===== src/rtl/fetch_req_ctrl_if.sv =====
// Fetch-stage / I-cache handshake bundle for fetch_req_ctrl.
// slave = controller side, master = fetch stage plus I-cache side.
interface fetch_req_ctrl_if #(
  parameter int ADDR_W = 32
);
  logic              req_valid;
  logic [ADDR_W-1:0] req_addr;
  logic              req_ready;
  logic              stall;
  logic              flush;
  logic              core2icache_req;
  logic [ADDR_W-1:0] core2icache_addr;
  logic              icache2core_ready;
  logic [127:0]      icache2core_data;
  logic              icache2core_data_valid;
  logic              resp_valid;
  logic [ADDR_W-1:0] resp_addr;
  logic [127:0]      resp_data;
  logic [2:0]        outstanding;
  logic              err_unexpected;

  modport master (
    output req_valid, req_addr, stall, flush,
    output icache2core_ready, icache2core_data,
    output icache2core_data_valid,
    input  req_ready, core2icache_req, core2icache_addr,
    input  resp_valid, resp_addr, resp_data,
    input  outstanding, err_unexpected
  );

  modport slave (
    input  req_valid, req_addr, stall, flush,
    input  icache2core_ready, icache2core_data,
    input  icache2core_data_valid,
    output req_ready, core2icache_req, core2icache_addr,
    output resp_valid, resp_addr, resp_data,
    output outstanding, err_unexpected
  );
endinterface


===== src/rtl/fetch_req_ctrl.sv =====
// In-order I-cache fetch request tracker with redirect draining.
// Optional FETCH_CTRL_PERF_EN adds issue/drop/stall perf counters.
module fetch_req_ctrl #(
  parameter int MAX_OUTSTANDING = 2,
  parameter int ADDR_W          = 32
) (
  input  logic         clock,
  input  logic         reset,
  fetch_req_ctrl_if.slave bus
`ifdef FETCH_CTRL_PERF_EN
  ,
  output logic [31:0]  perf_issue_cnt,
  output logic [31:0]  perf_drop_cnt,
  output logic [31:0]  perf_stall_cyc
`endif
);

  localparam int PW =
    (MAX_OUTSTANDING > 1) ? $clog2(MAX_OUTSTANDING) : 1;
  localparam logic [2:0]    DEPTH = 3'(MAX_OUTSTANDING);
  localparam logic [PW-1:0] LAST  = PW'(MAX_OUTSTANDING - 1);

  typedef enum logic {RUN, DRAIN} state_t;

  typedef struct packed {
    logic [ADDR_W-1:0] addr;
    logic              stale;
  } entry_t;

  state_t        state;
  state_t        state_nx;
  entry_t        fifo [MAX_OUTSTANDING];
  logic [PW-1:0] head;
  logic [PW-1:0] tail;
  logic [2:0]    count;
  logic [2:0]    count_nx;
  logic          err;
  logic          pop;
  logic          push;
  logic          head_stale;
  logic          can_issue;
  logic          resp_ok;

  function automatic logic [PW-1:0] bump(input logic [PW-1:0] p);
    return (p == LAST) ? '0 : p + 1'b1;
  endfunction

  always_comb begin
    head_stale = fifo[head].stale;
    pop        = bus.icache2core_data_valid && (count != 3'd0);
    // a stale pop frees a slot but must not reopen issue this cycle
    can_issue  = (state == RUN) && !bus.stall && !bus.flush &&
                 ((count < DEPTH) || (pop && !head_stale));
    push       = bus.req_valid && can_issue && bus.icache2core_ready;
    resp_ok    = pop && !head_stale && (state == RUN) && !bus.flush;
    count_nx   = count + {2'b00, push} - {2'b00, pop};
  end

  assign bus.core2icache_req  = bus.req_valid && can_issue;
  assign bus.core2icache_addr = bus.req_addr;
  assign bus.req_ready        = push;
  assign bus.resp_valid       = resp_ok;
  assign bus.resp_addr        = fifo[head].addr;
  assign bus.resp_data        = bus.icache2core_data;
  assign bus.outstanding      = count;
  assign bus.err_unexpected   = err;

  always_comb begin
    state_nx = state;
    unique case (state)
      RUN:
        if (bus.flush && count_nx != 3'd0) state_nx = DRAIN;
      DRAIN:
        if (count_nx == 3'd0) state_nx = RUN;
      default:
        state_nx = RUN;
    endcase
  end

  always_ff @(posedge clock) begin
    if (reset) begin
      state <= RUN;
      head  <= '0;
      tail  <= '0;
      count <= 3'd0;
      err   <= 1'b0;
      for (int i = 0; i < MAX_OUTSTANDING; i++)
        fifo[i] <= '0;
    end else begin
      state <= state_nx;
      count <= count_nx;
      if (push) begin
        fifo[tail] <= '{addr: bus.req_addr, stale: 1'b0};
        tail       <= bump(tail);
      end
      if (pop)
        head <= bump(head);
      // flush never coincides with push, so marking every slot is safe
      if (bus.flush)
        for (int i = 0; i < MAX_OUTSTANDING; i++)
          fifo[i].stale <= 1'b1;
      if (bus.icache2core_data_valid && count == 3'd0)
        err <= 1'b1;
    end
  end

`ifdef FETCH_CTRL_PERF_EN
  always_ff @(posedge clock) begin
    if (reset) begin
      perf_issue_cnt <= 32'd0;
      perf_drop_cnt  <= 32'd0;
      perf_stall_cyc <= 32'd0;
    end else begin
      if (push)
        perf_issue_cnt <= perf_issue_cnt + 32'd1;
      if (pop && !resp_ok)
        perf_drop_cnt <= perf_drop_cnt + 32'd1;
      if (bus.req_valid && !push)
        perf_stall_cyc <= perf_stall_cyc + 32'd1;
    end
  end
`endif

endmodule


===== src/flat_wrapper.sv =====
// flat-port wrapper written by rule: the top's interface ports become plain ports
module fetch_req_ctrl_flat 
#(
  parameter int MAX_OUTSTANDING = 2,
  parameter int ADDR_W          = 32
)
  (clock, reset, bus_req_valid, bus_req_addr, bus_stall, bus_flush, bus_icache2core_ready, bus_icache2core_data, bus_icache2core_data_valid, bus_req_ready, bus_core2icache_req, bus_core2icache_addr, bus_resp_valid, bus_resp_addr, bus_resp_data, bus_outstanding, bus_err_unexpected);
  fetch_req_ctrl_if #(.ADDR_W(ADDR_W)) bus_i ();
  input  logic clock;
  input  logic reset;
  input wire logic [$bits(bus_i.req_valid)-1:0] bus_req_valid;
  input wire logic [$bits(bus_i.req_addr)-1:0] bus_req_addr;
  input wire logic [$bits(bus_i.stall)-1:0] bus_stall;
  input wire logic [$bits(bus_i.flush)-1:0] bus_flush;
  input wire logic [$bits(bus_i.icache2core_ready)-1:0] bus_icache2core_ready;
  input wire logic [$bits(bus_i.icache2core_data)-1:0] bus_icache2core_data;
  input wire logic [$bits(bus_i.icache2core_data_valid)-1:0] bus_icache2core_data_valid;
  output wire logic [$bits(bus_i.req_ready)-1:0] bus_req_ready;
  output wire logic [$bits(bus_i.core2icache_req)-1:0] bus_core2icache_req;
  output wire logic [$bits(bus_i.core2icache_addr)-1:0] bus_core2icache_addr;
  output wire logic [$bits(bus_i.resp_valid)-1:0] bus_resp_valid;
  output wire logic [$bits(bus_i.resp_addr)-1:0] bus_resp_addr;
  output wire logic [$bits(bus_i.resp_data)-1:0] bus_resp_data;
  output wire logic [$bits(bus_i.outstanding)-1:0] bus_outstanding;
  output wire logic [$bits(bus_i.err_unexpected)-1:0] bus_err_unexpected;
  assign bus_i.req_valid = bus_req_valid;
  assign bus_i.req_addr = bus_req_addr;
  assign bus_i.stall = bus_stall;
  assign bus_i.flush = bus_flush;
  assign bus_i.icache2core_ready = bus_icache2core_ready;
  assign bus_i.icache2core_data = bus_icache2core_data;
  assign bus_i.icache2core_data_valid = bus_icache2core_data_valid;
  assign bus_req_ready = bus_i.req_ready;
  assign bus_core2icache_req = bus_i.core2icache_req;
  assign bus_core2icache_addr = bus_i.core2icache_addr;
  assign bus_resp_valid = bus_i.resp_valid;
  assign bus_resp_addr = bus_i.resp_addr;
  assign bus_resp_data = bus_i.resp_data;
  assign bus_outstanding = bus_i.outstanding;
  assign bus_err_unexpected = bus_i.err_unexpected;
  fetch_req_ctrl #(.MAX_OUTSTANDING(MAX_OUTSTANDING), .ADDR_W(ADDR_W)) u_core (.clock(clock), .reset(reset), .bus(bus_i));
endmodule

===== config.mk =====
export PLATFORM = sky130hd
export DESIGN_NAME = fetch_req_ctrl_flat
export DESIGN_NICKNAME = d
export VERILOG_FILES = /design/src/rtl/fetch_req_ctrl_if.sv /design/src/rtl/fetch_req_ctrl.sv /design/src/flat_wrapper.sv
export SDC_FILE = /design/constraint.sdc
export NUM_CORES = 1
export LEC_CHECK = 0
export BUFFER_PORTS_ARGS = -buffer_cell sky130_fd_sc_hd__buf_2
export CAP_MARGIN = 20
export CORE_AREA = 3 3 141 143
export DETAILED_ROUTE_END_ITERATION = 8
export DIE_AREA = 0 0 144 146
export PLACE_DENSITY = 0.58
export SLEW_MARGIN = 20
export SYNTH_ARGS = -nofsm -noshare
export SYNTH_HDL_FRONTEND = slang
export SYNTH_SLANG_ARGS = --single-unit

===== constraint.sdc =====
create_clock -name clock -period 3 [get_ports clock]
set_input_delay 0 -clock clock [delete_from_list [all_inputs] [get_ports clock]]
set_output_delay 0 -clock clock [all_outputs]
set_load 0.05 [all_outputs]

==> results.json <==
{
  "outcome": "finished clean",
  "clk_latency_ns": 0.33,
  "placedCellCount": 561,
  "fillers": 1916,
  "ys_ff_latch": 74,
  "maxCapViolCount": 0,
  "drive_above_1_share_pct": 52.3,
  "setup_viol": 0,
  "worstSetupEndpointType": "flop",
  "synth.distinct_cells": 32,
  "gp_congestion": 0.888,
  "hold_buffers": 34,
  "crit_path_max_fanout": 5,
  "fin_nets": 543,
  "antenna_found_initial": 0,
  "drt_pre_antenna_iters": 4,
  "clockRootBuffer": "clkbuf_16",
  "core-area_um2": 18700,
  "vias": 2661,
  "wl_per_cell_um": 27.7,
  "cts_buffers": 9,
  "seqCellArea_um2": 2120,
  "clkTransAtPathRegs_ns": 0.05,
  "htreeDepth": 3,
  "seq_area_frac_synth_pct": 44.6,
  "critical_path_class": "input pin to flop",
  "power_density_nw_per_um2": 728,
  "num_rows": 50,
  "via_per_inst": 4.36,
  "cts.sink_count": 74,
  "hp-class": "input pin to primary output",
  "dp_hpwl_mm": 13.5,
  "die_h_um": 146,
  "grt_setup_unrepaired": "no",
  "fin_crit_sh_pct": 82.9,
  "clock_path_buffers": 2,
  "timing_max_transition_violations_final": 0,
  "max-slew-margin-rel_pct": 57.8,
  "drc": 0,
  "synthesis.nets": 562,
  "num_io_pins": 366,
  "yosysTopAreaCell": "edfxtp_1",
  "portBuffers": 109,
  "worstPathRequired_ns": 3.24,
  "syn_area_um2": 4750,
  "cts_resized": 0,
  "fin_cells": 611,
  "grtUsageTotal_pct": 15.4,
  "netlist.area_leader.share_pct": 40.4,
  "grt-ovfl-total": 0,
  "grt_max_degree": 34,
  "power_leakage_nw": 1.94,
  "postCtsSetupRepairBufs": 0,
  "setup_tns_ns": 0,
  "hold_violations": 0,
  "synth_commonest_cells": "buf_4, edfxtp_1, and2_1, mux2_2, nor4b_2",
  "initial_utilization_pct": 25.4,
  "synth_most_common_cell": "buf_4",
  "max_freq_mhz": 402,
  "ant_nets": 0,
  "synth_ff_type": "edfxtp_1",
  "die_area_um2": 21000,
  "ir_drop_mv": 0.240,
  "synth_edf_count": 64,
  "die_x_um": 144,
  "drt_wl_total_mm": 16.9,
  "diodes": 0,
  "synth_area_leaders": "edfxtp_1, buf_4, nor4b_2, mux2_2, and2_1",
  "async_flop_share_pct": 0,
  "worstPathArrival_ns": 2.73,
  "tritoncts": "built",
  "multiInputGateArea_um2": 1300,
  "worstMarginPinSlew_ns": 0.633,
  "avgSynthCellArea_um2": 12.2,
  "grt_pass1_vias": 2722,
  "netlist_instances": 391,
  "skew_ns": 0.00495,
  "critPathLaunchType": "input pin",
  "area_growth_pct": 4.47,
  "finalCriticalPeriod_ns": 2.49,
  "yosysWarnings": 0,
  "grt_pass1_wl_mm": 22.3,
  "drt-initial-drc-count": 75
}
-- worst max-delay path: stages --
cell	delay [ns]
dlygate4sd3_1	0.55
buf_2	0.16
nor4b_4	0.30
nand2_2	0.13
or2_2	0.30
ha_1	0.28
inv_1	0.04
ha_1	0.18
fa_1	0.50
nor2_1	0.06
a211oi_1	0.22
-- cells by family (layout without fill, tap and decap cells) --
kind of cell | Yosys count | count (layout) | share of synthesized area [%]
compound gates | 6 | 6 | 0.842
fa+ha+maj | 4 | 4 | 1.21
flops | 74 | 74 | 44.6
simple gates | 87 | 87 | 17.0
buf+inv | 185 | 171 | 28.1
mux | 33 | 33 | 7.87
xor+xnor | 2 | 2 | 0.368
-- final timing paths --
check	startpoint	to	slack, ns	depth (start not counted)
min	bus_icache2core_data[72]	bus_resp_data[72]	0.00009	0
max	bus_flush	u_core.state	0.51	11
max reg2reg	u_core.bus.outstanding[0]	u_core.state	0.54	9
min reg2reg	u_core.bus.err_unexpected	u_core.bus.err_unexpected	0.48	2
-- sequential cells by signal (all words and copies together), names as in the netlist, named ones only --
| name | count |
|---|---|
| u_core.fifo | 66 |
| u_core.tail | 1 |
| u_core.bus.err_unexpected | 1 |
| u_core.head | 1 |
| u_core.state | 1 |
| u_core.bus.outstanding | 3 |
-- routing by layer --
layer  up-vias  track usage (%)  part of all wire (%)
met5         -             4.07                  0.36
met4         4             3.34                   1.1
met3        17             20.2                    27
met2       250             24.5                    47
met1      1247             10.5                    24
li1       1143                -                     -
-- per-stage QoR --
| step | instance area (um^2) | total power, mW | hold slack [ns] | util [%] | setup slack (ns) |
|---|---|---|---|---|---|
| final | 4970 | 3.62 | 0.0000853 | 26.6 | 0.514 |
| after global placement | 4350 | 2.57 | 0.000341 | 23.2 | 0.627 |
| after floorplan | 4750 | 2.79 | 0.141 | - | 0.152 |
| after global routing | 4970 | 3.77 | 0.000189 | 26.6 | 0.392 |
| after detailed placement | 4350 | 2.58 | 0.000341 | 23.2 | 0.543 |
| after CTS | 4970 | 3.67 | 0.000341 | 26.6 | 0.515 |
-- placed cells by master (no fill, tap or decap), types with 4 or more instances in the layout --
master,Yosys,final
buf_2,0,109
edfxtp_1,64,64
dlygate4sd3_1,0,34
and2_1,32,32
mux2_2,32,32
nor4b_2,28,28
clkbuf_16,0,9
nor2_1,8,8
dfxtp_1,10,8
buf_4,160,6
inv_1,5,5
nor4b_1,4,4
nor3_1,4,4
-- where the power goes --
group / switching, mW / leakage, nW / total (mW) / internal [mW]
Clock: 0.394 / 0.136 / 1.03 / 0.638
Combinational: 0.939 / 1.06 / 1.34 / 0.402
Sequential: 0.0412 / 0.746 / 1.25 / 1.20
-- area by class of cell --
| cell class | instances | share of cell area [%] |
|---|---|---|
| inverter | 5 | 0.378 |
| tap | 234 | 5.89 |
| sequential | 74 | 42.8 |
| timing repair buffer | 150 | 19.1 |
| clock inverter | 4 | 0.856 |
| multi-input combinational | 132 | 26.2 |
| clock buffer | 12 | 4.76 |
(Power assumes the default switching activity.)
